File: config.mk
export PLATFORM = sky130hd
export DESIGN_NAME = mem_arbiter_flat
export DESIGN_NICKNAME = d
export VERILOG_FILES = /design/src/rtl/mem_arbiter_if.sv /design/src/rtl/mem_arbiter.sv /design/src/flat_wrapper.sv
export SDC_FILE = /design/constraint.sdc
export NUM_CORES = 1
export LEC_CHECK = 0
export ABC_AREA = 1
export CAP_MARGIN = 30
export CORE_ASPECT_RATIO = 0.6
export CORE_MARGIN = 2
export CORE_UTILIZATION = 49
export CTS_CLUSTER_DIAMETER = 100
export DETAILED_ROUTE_END_ITERATION = 10
export PLACE_DENSITY = 0.86
export SYNTH_ARGS = -nofsm -noshare
export SYNTH_HDL_FRONTEND = slang
export SYNTH_SLANG_ARGS = --single-unit
File: constraint.sdc
create_clock -name clk -period 7.6 [get_ports clk]
set_clock_uncertainty 0.05 [all_clocks]
set_input_delay 1.14 -clock clk [delete_from_list [all_inputs] [get_ports clk]]
set_output_delay 1.14 -clock clk [all_outputs]
set_load 0.01 [all_outputs]
File: src/rtl/mem_arbiter_if.sv
// Bus bundle between the request sources, the memory controller and mem_arbiter.
// slave = arbiter side, master = environment (sources + controller).
interface mem_arbiter_if #(
    parameter int XLEN = 32,
    parameter int OP_W = 6,
    parameter int ID_W = 4
);
    logic            rdy;
    logic            flush;

    logic            if_req_valid;
    logic [XLEN-1:0] if_req_addr;
    logic            if_req_ready;

    logic            ld_req_valid;
    logic [OP_W-1:0] ld_req_op;
    logic [XLEN-1:0] ld_req_addr;
    logic [ID_W-1:0] ld_req_id;
    logic            ld_req_ready;

    logic            st_req_valid;
    logic [OP_W-1:0] st_req_op;
    logic [XLEN-1:0] st_req_addr;
    logic [XLEN-1:0] st_req_val;
    logic            st_req_ready;

    logic            mc_busy;
    logic            mc_inst_ready;
    logic            mc_data_ready;
    logic [XLEN-1:0] mc_inst;
    logic [XLEN-1:0] mc_data;

    logic            arb_if_en;
    logic [XLEN-1:0] arb_if_addr;
    logic            arb_ld_en;
    logic [OP_W-1:0] arb_ld_op;
    logic [XLEN-1:0] arb_ld_addr;
    logic [ID_W-1:0] arb_ld_id;
    logic            arb_st_en;
    logic [OP_W-1:0] arb_st_op;
    logic [XLEN-1:0] arb_st_addr;
    logic [XLEN-1:0] arb_st_val;

    logic            if_done;
    logic [XLEN-1:0] if_done_inst;
    logic            ld_done;
    logic [XLEN-1:0] ld_done_data;
    logic [ID_W-1:0] ld_done_id;
    logic            st_done;

    modport slave (
        input  rdy, flush,
        input  if_req_valid, if_req_addr,
        input  ld_req_valid, ld_req_op, ld_req_addr, ld_req_id,
        input  st_req_valid, st_req_op, st_req_addr, st_req_val,
        input  mc_busy, mc_inst_ready, mc_data_ready, mc_inst, mc_data,
        output if_req_ready, ld_req_ready, st_req_ready,
        output arb_if_en, arb_if_addr,
        output arb_ld_en, arb_ld_op, arb_ld_addr, arb_ld_id,
        output arb_st_en, arb_st_op, arb_st_addr, arb_st_val,
        output if_done, if_done_inst, ld_done, ld_done_data, ld_done_id, st_done
    );

    modport master (
        output rdy, flush,
        output if_req_valid, if_req_addr,
        output ld_req_valid, ld_req_op, ld_req_addr, ld_req_id,
        output st_req_valid, st_req_op, st_req_addr, st_req_val,
        output mc_busy, mc_inst_ready, mc_data_ready, mc_inst, mc_data,
        input  if_req_ready, ld_req_ready, st_req_ready,
        input  arb_if_en, arb_if_addr,
        input  arb_ld_en, arb_ld_op, arb_ld_addr, arb_ld_id,
        input  arb_st_en, arb_st_op, arb_st_addr, arb_st_val,
        input  if_done, if_done_inst, ld_done, ld_done_data, ld_done_id, st_done
    );
endinterface

File: src/rtl/mem_arbiter.sv
// Fetch/load/store arbiter in front of the byte-serial memory controller:
// one buffered request per source, one issue at a time, registered completions.
module mem_arbiter #(
    parameter int XLEN         = 32,
    parameter int OP_W         = 6,
    parameter int ID_W         = 4,
    parameter int STARVE_LIMIT = 4
) (
    input logic            clk,
    input logic            rst,
    mem_arbiter_if.slave   bus
);
    localparam logic [3:0] STARVE_MAX = 4'(STARVE_LIMIT);

    typedef enum logic [1:0] {S_IDLE, S_ISSUED, S_BUSY} state_t;
    typedef enum logic [1:0] {SRC_IF, SRC_LD, SRC_ST} src_t;

    state_t state, state_nx;
    src_t   cur_src, cur_src_nx;

    logic            if_v, ld_v, st_v;
    logic [XLEN-1:0] if_addr, ld_addr, st_addr, st_val;
    logic [OP_W-1:0] ld_op, st_op;
    logic [ID_W-1:0] ld_id;
    logic [3:0]      starve_cnt, starve_nx;

    logic gnt_if, gnt_ld, gnt_st;
    logic if_done_nx, ld_done_nx, st_done_nx;
    logic if_acc, ld_acc, st_acc;

    assign bus.if_req_ready = !if_v;
    assign bus.ld_req_ready = !ld_v;
    assign bus.st_req_ready = !st_v;

    assign if_acc = bus.if_req_valid && !if_v && !bus.flush;
    assign ld_acc = bus.ld_req_valid && !ld_v && !bus.flush;
    assign st_acc = bus.st_req_valid && !st_v && !bus.flush;

    always_comb begin
        state_nx   = state;
        cur_src_nx = cur_src;
        gnt_if     = 1'b0;
        gnt_ld     = 1'b0;
        gnt_st     = 1'b0;
        if_done_nx = 1'b0;
        ld_done_nx = 1'b0;
        st_done_nx = 1'b0;

        case (state)
            S_IDLE: begin
                if (!bus.flush && (if_v || ld_v || st_v)) begin
                    if (if_v && starve_cnt == STARVE_MAX) gnt_if = 1'b1;
                    else if (st_v)                        gnt_st = 1'b1;
                    else if (ld_v)                        gnt_ld = 1'b1;
                    else                                  gnt_if = 1'b1;
                    state_nx   = S_ISSUED;
                    cur_src_nx = gnt_st ? SRC_ST : (gnt_ld ? SRC_LD : SRC_IF);
                end
            end
            S_ISSUED: state_nx = S_BUSY;
            S_BUSY: begin
                if (!bus.mc_busy) begin
                    state_nx   = S_IDLE;
                    st_done_nx = (cur_src == SRC_ST);
                end
            end
            default: state_nx = S_IDLE;
        endcase

        if (state != S_IDLE && !bus.flush) begin
            if_done_nx = (cur_src == SRC_IF) && bus.mc_inst_ready;
            ld_done_nx = (cur_src == SRC_LD) && bus.mc_data_ready;
        end

        // flush aborts a fetch/load in flight; a store always runs to completion
        if (bus.flush && state != S_IDLE && cur_src != SRC_ST)
            state_nx = S_IDLE;

        if (bus.flush || !if_v || gnt_if)
            starve_nx = '0;
        else if ((gnt_ld || gnt_st) && starve_cnt != STARVE_MAX)
            starve_nx = starve_cnt + 4'd1;
        else
            starve_nx = starve_cnt;
    end

    always_ff @(posedge clk) begin
        if (rst) begin
            state            <= S_IDLE;
            cur_src          <= SRC_IF;
            starve_cnt       <= '0;
            if_v             <= 1'b0;
            ld_v             <= 1'b0;
            st_v             <= 1'b0;
            bus.arb_if_en    <= 1'b0;
            bus.arb_if_addr  <= '0;
            bus.arb_ld_en    <= 1'b0;
            bus.arb_ld_op    <= '0;
            bus.arb_ld_addr  <= '0;
            bus.arb_ld_id    <= '0;
            bus.arb_st_en    <= 1'b0;
            bus.arb_st_op    <= '0;
            bus.arb_st_addr  <= '0;
            bus.arb_st_val   <= '0;
            bus.if_done      <= 1'b0;
            bus.if_done_inst <= '0;
            bus.ld_done      <= 1'b0;
            bus.ld_done_data <= '0;
            bus.ld_done_id   <= '0;
            bus.st_done      <= 1'b0;
        end else if (bus.rdy) begin
            state      <= state_nx;
            cur_src    <= cur_src_nx;
            starve_cnt <= starve_nx;

            bus.arb_if_en <= gnt_if;
            bus.arb_ld_en <= gnt_ld;
            bus.arb_st_en <= gnt_st;
            if (gnt_if) bus.arb_if_addr <= if_addr;
            if (gnt_ld) begin
                bus.arb_ld_op   <= ld_op;
                bus.arb_ld_addr <= ld_addr;
                bus.arb_ld_id   <= ld_id;
            end
            if (gnt_st) begin
                bus.arb_st_op   <= st_op;
                bus.arb_st_addr <= st_addr;
                bus.arb_st_val  <= st_val;
            end

            // arb_ld_id doubles as the in-flight load tag
            bus.if_done <= if_done_nx;
            bus.ld_done <= ld_done_nx;
            bus.st_done <= st_done_nx;
            if (if_done_nx) bus.if_done_inst <= bus.mc_inst;
            if (ld_done_nx) begin
                bus.ld_done_data <= bus.mc_data;
                bus.ld_done_id   <= bus.arb_ld_id;
            end

            if (bus.flush || gnt_if) if_v <= 1'b0;
            else if (if_acc) begin
                if_v    <= 1'b1;
                if_addr <= bus.if_req_addr;
            end

            if (bus.flush || gnt_ld) ld_v <= 1'b0;
            else if (ld_acc) begin
                ld_v    <= 1'b1;
                ld_op   <= bus.ld_req_op;
                ld_addr <= bus.ld_req_addr;
                ld_id   <= bus.ld_req_id;
            end

            if (gnt_st) st_v <= 1'b0;
            else if (st_acc) begin
                st_v    <= 1'b1;
                st_op   <= bus.st_req_op;
                st_addr <= bus.st_req_addr;
                st_val  <= bus.st_req_val;
            end
        end
    end
endmodule
File: src/flat_wrapper.sv
// flat-port wrapper written by rule: the top's interface ports become plain ports
module mem_arbiter_flat 
#(
    parameter int XLEN         = 32,
    parameter int OP_W         = 6,
    parameter int ID_W         = 4,
    parameter int STARVE_LIMIT = 4
)
  (clk, rst, bus_rdy, bus_flush, bus_if_req_valid, bus_if_req_addr, bus_ld_req_valid, bus_ld_req_op, bus_ld_req_addr, bus_ld_req_id, bus_st_req_valid, bus_st_req_op, bus_st_req_addr, bus_st_req_val, bus_mc_busy, bus_mc_inst_ready, bus_mc_data_ready, bus_mc_inst, bus_mc_data, bus_if_req_ready, bus_ld_req_ready, bus_st_req_ready, bus_arb_if_en, bus_arb_if_addr, bus_arb_ld_en, bus_arb_ld_op, bus_arb_ld_addr, bus_arb_ld_id, bus_arb_st_en, bus_arb_st_op, bus_arb_st_addr, bus_arb_st_val, bus_if_done, bus_if_done_inst, bus_ld_done, bus_ld_done_data, bus_ld_done_id, bus_st_done);
  mem_arbiter_if #(.XLEN(XLEN), .OP_W(OP_W), .ID_W(ID_W)) bus_i ();
  input logic clk;
  input logic rst;
  input wire logic [$bits(bus_i.rdy)-1:0] bus_rdy;
  input wire logic [$bits(bus_i.flush)-1:0] bus_flush;
  input wire logic [$bits(bus_i.if_req_valid)-1:0] bus_if_req_valid;
  input wire logic [$bits(bus_i.if_req_addr)-1:0] bus_if_req_addr;
  input wire logic [$bits(bus_i.ld_req_valid)-1:0] bus_ld_req_valid;
  input wire logic [$bits(bus_i.ld_req_op)-1:0] bus_ld_req_op;
  input wire logic [$bits(bus_i.ld_req_addr)-1:0] bus_ld_req_addr;
  input wire logic [$bits(bus_i.ld_req_id)-1:0] bus_ld_req_id;
  input wire logic [$bits(bus_i.st_req_valid)-1:0] bus_st_req_valid;
  input wire logic [$bits(bus_i.st_req_op)-1:0] bus_st_req_op;
  input wire logic [$bits(bus_i.st_req_addr)-1:0] bus_st_req_addr;
  input wire logic [$bits(bus_i.st_req_val)-1:0] bus_st_req_val;
  input wire logic [$bits(bus_i.mc_busy)-1:0] bus_mc_busy;
  input wire logic [$bits(bus_i.mc_inst_ready)-1:0] bus_mc_inst_ready;
  input wire logic [$bits(bus_i.mc_data_ready)-1:0] bus_mc_data_ready;
  input wire logic [$bits(bus_i.mc_inst)-1:0] bus_mc_inst;
  input wire logic [$bits(bus_i.mc_data)-1:0] bus_mc_data;
  output wire logic [$bits(bus_i.if_req_ready)-1:0] bus_if_req_ready;
  output wire logic [$bits(bus_i.ld_req_ready)-1:0] bus_ld_req_ready;
  output wire logic [$bits(bus_i.st_req_ready)-1:0] bus_st_req_ready;
  output wire logic [$bits(bus_i.arb_if_en)-1:0] bus_arb_if_en;
  output wire logic [$bits(bus_i.arb_if_addr)-1:0] bus_arb_if_addr;
  output wire logic [$bits(bus_i.arb_ld_en)-1:0] bus_arb_ld_en;
  output wire logic [$bits(bus_i.arb_ld_op)-1:0] bus_arb_ld_op;
  output wire logic [$bits(bus_i.arb_ld_addr)-1:0] bus_arb_ld_addr;
  output wire logic [$bits(bus_i.arb_ld_id)-1:0] bus_arb_ld_id;
  output wire logic [$bits(bus_i.arb_st_en)-1:0] bus_arb_st_en;
  output wire logic [$bits(bus_i.arb_st_op)-1:0] bus_arb_st_op;
  output wire logic [$bits(bus_i.arb_st_addr)-1:0] bus_arb_st_addr;
  output wire logic [$bits(bus_i.arb_st_val)-1:0] bus_arb_st_val;
  output wire logic [$bits(bus_i.if_done)-1:0] bus_if_done;
  output wire logic [$bits(bus_i.if_done_inst)-1:0] bus_if_done_inst;
  output wire logic [$bits(bus_i.ld_done)-1:0] bus_ld_done;
  output wire logic [$bits(bus_i.ld_done_data)-1:0] bus_ld_done_data;
  output wire logic [$bits(bus_i.ld_done_id)-1:0] bus_ld_done_id;
  output wire logic [$bits(bus_i.st_done)-1:0] bus_st_done;
  assign bus_i.rdy = bus_rdy;
  assign bus_i.flush = bus_flush;
  assign bus_i.if_req_valid = bus_if_req_valid;
  assign bus_i.if_req_addr = bus_if_req_addr;
  assign bus_i.ld_req_valid = bus_ld_req_valid;
  assign bus_i.ld_req_op = bus_ld_req_op;
  assign bus_i.ld_req_addr = bus_ld_req_addr;
  assign bus_i.ld_req_id = bus_ld_req_id;
  assign bus_i.st_req_valid = bus_st_req_valid;
  assign bus_i.st_req_op = bus_st_req_op;
  assign bus_i.st_req_addr = bus_st_req_addr;
  assign bus_i.st_req_val = bus_st_req_val;
  assign bus_i.mc_busy = bus_mc_busy;
  assign bus_i.mc_inst_ready = bus_mc_inst_ready;
  assign bus_i.mc_data_ready = bus_mc_data_ready;
  assign bus_i.mc_inst = bus_mc_inst;
  assign bus_i.mc_data = bus_mc_data;
  assign bus_if_req_ready = bus_i.if_req_ready;
  assign bus_ld_req_ready = bus_i.ld_req_ready;
  assign bus_st_req_ready = bus_i.st_req_ready;
  assign bus_arb_if_en = bus_i.arb_if_en;
  assign bus_arb_if_addr = bus_i.arb_if_addr;
  assign bus_arb_ld_en = bus_i.arb_ld_en;
  assign bus_arb_ld_op = bus_i.arb_ld_op;
  assign bus_arb_ld_addr = bus_i.arb_ld_addr;
  assign bus_arb_ld_id = bus_i.arb_ld_id;
  assign bus_arb_st_en = bus_i.arb_st_en;
  assign bus_arb_st_op = bus_i.arb_st_op;
  assign bus_arb_st_addr = bus_i.arb_st_addr;
  assign bus_arb_st_val = bus_i.arb_st_val;
  assign bus_if_done = bus_i.if_done;
  assign bus_if_done_inst = bus_i.if_done_inst;
  assign bus_ld_done = bus_i.ld_done;
  assign bus_ld_done_data = bus_i.ld_done_data;
  assign bus_ld_done_id = bus_i.ld_done_id;
  assign bus_st_done = bus_i.st_done;
  mem_arbiter #(.XLEN(XLEN), .OP_W(OP_W), .ID_W(ID_W), .STARVE_LIMIT(STARVE_LIMIT)) u_core (.clk(clk), .rst(rst), .bus(bus_i));
endmodule
==> impl_summary.log <==
INFO  metric detailed_place.area = about 0.017 mm²
INFO  metric syn_avg_cell_area = 10.6 µm²
INFO  metric timing.final.crit_period = just under 4000 ps
INFO  metric post_synth_main_area_contributors = dfxtp_1 36%, edfxtp_1 34%, nor2_1 12%
INFO  metric grt_use_total = between 20% and 30%
INFO  metric first_global_vias = just under 10000
INFO  metric critPathArrivalTime = about 4300 ps
INFO  metric post_route_cell_area = 0.0183 mm²
INFO  metric cts_repair_resize_count = 0
INFO  metric cp-end-kind = flop
INFO  metric floorplan.die.height = 129 µm
INFO  metric drt_first_pass_iters = 5
INFO  metric post-cts-setup-buffer-count = 0
INFO  metric grt.met3_usage = under 10%
INFO  metric clkSlewWorstSetupHoldPaths = ~60 ps
INFO  metric via_per_inst = 5.07
INFO  metric globalRouteOverflowTotal = 0
INFO  metric floorplan.initialDensity = between 40% and 50%
INFO  metric synth.top_cell.area_share = 36.2%
INFO  metric grt_pass1_wl = about 54 mm
INFO  metric clkLatencyLatePin = between 500 and 600 ps
INFO  metric postRouteAntennaNets = 0
INFO  metric report.final.setup_viol = 0
INFO  metric worstPathMaxFanout = 34
INFO  metric syn_inst_count = between 1000 and 1500
INFO  metric cts_tree = yes
INFO  metric relSlewSlack = approximately 30%
INFO  metric synthesis.area = about 0.013 mm²
INFO  metric syn-num-nets = roughly 1400
INFO  metric sequential_cell_fraction_of_total_power = between 50% and 60%
INFO  metric fin_cells = 1968
INFO  metric core = about 0.025 mm²
INFO  metric hpwlAfterDp = approximately 25 mm
INFO  metric totalPowerFinal = ~4.2 mW
INFO  metric dpl_worst_slack = around 3200 ps
INFO  metric synth_seq_cells = around 370
INFO  metric comb_power_share = 6.1%
INFO  metric grt_start_max_net_pins = roughly 120
INFO  metric final_core_utilization = 72.2%
INFO  metric cellPowerDensity = around 230 mW/mm²
INFO  metric row_count = 45
INFO  metric startpoint_type = input pin
INFO  metric met2_layer_usage_reported_by_global_route = between 40% and 50%
INFO  metric worst_path_buf_inv = 3
INFO  metric synth_warnings = 0
INFO  metric total_internal_power = approximately 3.3 mW
INFO  metric timing_worst_slew_pin_value = between 1000 and 1500 ps
INFO  metric die_width = 212 µm
INFO  metric floorplan.die_area = 0.0272 mm²
INFO  metric globalRoute.busiestLayer = met2
INFO  metric totalNegativeSetupSlack = 0 ps
INFO  metric irDropWorstVdd = between 0.15 and 0.2 mV
INFO  metric critPathKind = in -> reg
INFO  metric n_fill_cell = roughly 1700
INFO  metric routabilityCongestion = roughly 0.81
INFO  metric finalHoldViolations = 0
INFO  metric grt_setup_unrepaired = false
INFO  metric timing.final.crit_share = roughly half
INFO  metric placed_cells = between 1500 and 2000
INFO  metric p_sw = around 850 µW
INFO  metric cells_traversed_along_the_worst_timing_path = clkdlybuf4s50_1 > inv_2 > nor4_1 > nand2_1 > inv_1 > nor2_1 > nor2_1
INFO  metric cts_root_buf = clkbuf_16
INFO  metric cts_made_buffers = 35
INFO  metric worst_slack = between 3000 and 4000 ps
INFO  metric met1_demand_to_capacity_share_in_global_routing = 29.6%
INFO  metric worst_path_dominant_cell_family = buffers and inverters
INFO  metric p_leak = 6.60 nW
INFO  metric wirelength = 36.3 mm
INFO  metric antenna_found_initial = 5
INFO  metric drt_iter0_drc = 740
INFO  metric clockPowerShare = 42.7%
INFO  metric synthesis_to_finish_area_growth = 44.4%
INFO  metric cts_max_level = 2
INFO  metric cp_common_cell = nor2_1
INFO  metric netSwitchingFraction = approximately 20%
INFO  metric maxcap_viol_count = 0
INFO  metric drive_gt1_share = under 10%
INFO  metric crit_required = 7990 ps
INFO  metric yosysTopAreaCell = dfxtp_1
INFO  metric via_count = about 10000
INFO  metric register_area_share_after_synthesis = about 70%
INFO  metric clock_path_buffers = 3
INFO  metric yosys.cell_types.count = 32
INFO  metric layout.nets = ~1800
INFO  metric cpPeakStageDelay = between 900 and 1000 ps
INFO  metric run_status = finished clean
INFO  metric cts_hold_repair.buffers = 0
INFO  metric clock_sinks = about 370
INFO  metric hold_slack = roughly 420 ps
INFO  metric hold_crit_class = reg -> reg
INFO  metric crit_path_top_delay_cell = inv_1
INFO  metric wl_per_cell = about 18 µm
INFO  metric max_clock_freq = ~260 MHz
INFO  metric drcViolationCount = 0
INFO  metric final-max-slew-violation-count = 0
INFO  metric io_pins = ~440
INFO  metric portBuffers = 438
cells in the final DEF (no fill, tap or decap), types with 7 or more instances in the layout:
cell type,netlist,final
o21ai_0,209,209
o21ai_1,7,7
a21oi_1,12,12
inv_1,13,12
nor2_2,22,22
edfxtp_1,144,144
clkbuf_1,37,9
clkdlybuf4s50_1,0,438
nand2_1,28,28
nand3_1,11,11
nor2_1,420,418
dfxtp_1,229,229
clkbuf_16,0,37
worst paths after layout:
kind                   startpoint                     endpoint  slack (ps)  cells after the start
max reg2reg  u_core.starve_cnt[0]   u_core.bus.arb_st_addr[10]        4750                      9
min reg2reg    u_core.bus.ld_done           u_core.bus.ld_done         420                      2
min            u_core.bus.ld_done           u_core.bus.ld_done         420                      2
max                       bus_rdy  u_core.bus.if_done_inst[22]        3690                      7
metal layers:
metal / wire length [µm] / vias to the layer above / part of all wire, %
met5: 17 / - / 0.047
met1: 14000 / 4718 / 38
met4: 1260 / 2 / 3.5
li1: - / 4794 / -
met3: 2950 / 80 / 8.1
met2: 18100 / 386 / 50
registers in the layout, summed over array words and instances (netlist names), 32 cells and up:
register and cells:
u_core.bus.arb_st_val 32, u_core.st_addr 32, u_core.bus.if_done_inst 32, u_core.bus.arb_if_addr 32
u_core.bus.arb_ld_addr 32, u_core.bus.arb_st_addr 32, u_core.if_addr 32, u_core.bus.ld_done_data 32
u_core.ld_addr 32, u_core.st_val 32
cell families after synthesis:
| kind of cell | synth area share, % |
|---|---|
| adder cells (fa/ha/maj) | 0.198 |
| flip-flops | 70.3 |
| AND/OR/NAND/NOR | 16.1 |
| buffers and inverters | 3.96 |
| XOR/XNOR | 0.138 |
| AO/OA/AOI/OAI | 9.26 |
tightest hold or removal path, cell delays in order, from the launching register on:
cell and delay [ps]:
dfxtp_1 310, nand2_1 60, a21oi_1 50
power by group through the flow:
stage,Clock [mW],Sequential [mW],Combinational (mW)
after floorplan,0,2.17,0.0777
after global placement,0,2.17,0.246
after detailed placement,0,2.17,0.253
after CTS,1.81,2.12,0.255
after global routing,1.89,2.13,0.275
final,1.77,2.12,0.255
final cells by class:
cell class                      count  area (µm²)  share of cell area, %
Antenna cell                        4        10.0                 0.0547
Clock buffer                       51        1030                   5.62
Clock inverter                     11         133                  0.725
Inverter                           22        97.6                  0.533
Multi-Input combinational cell    734        3280                   17.9
Sequential cell                   373        8910                   48.7
Tap cell                          329         412                   2.25
Timing Repair Buffer              444        4430                   24.2
synthesized netlist by cell type, drive strengths merged:
master and count:
xor2 1, o21ai 216, dfxtp 229, clkinv 1, ha 2, buf 31, nor3 4, inv 21
nand3 13, a31oi 1, xnor2 1, a211oi 1, nor2 446, nand4 3, nor4 1, edfxtp 144
nand2 31, a21oi 14, clkbuf 37
Note: power is estimated with default switching activity, not from simulation.
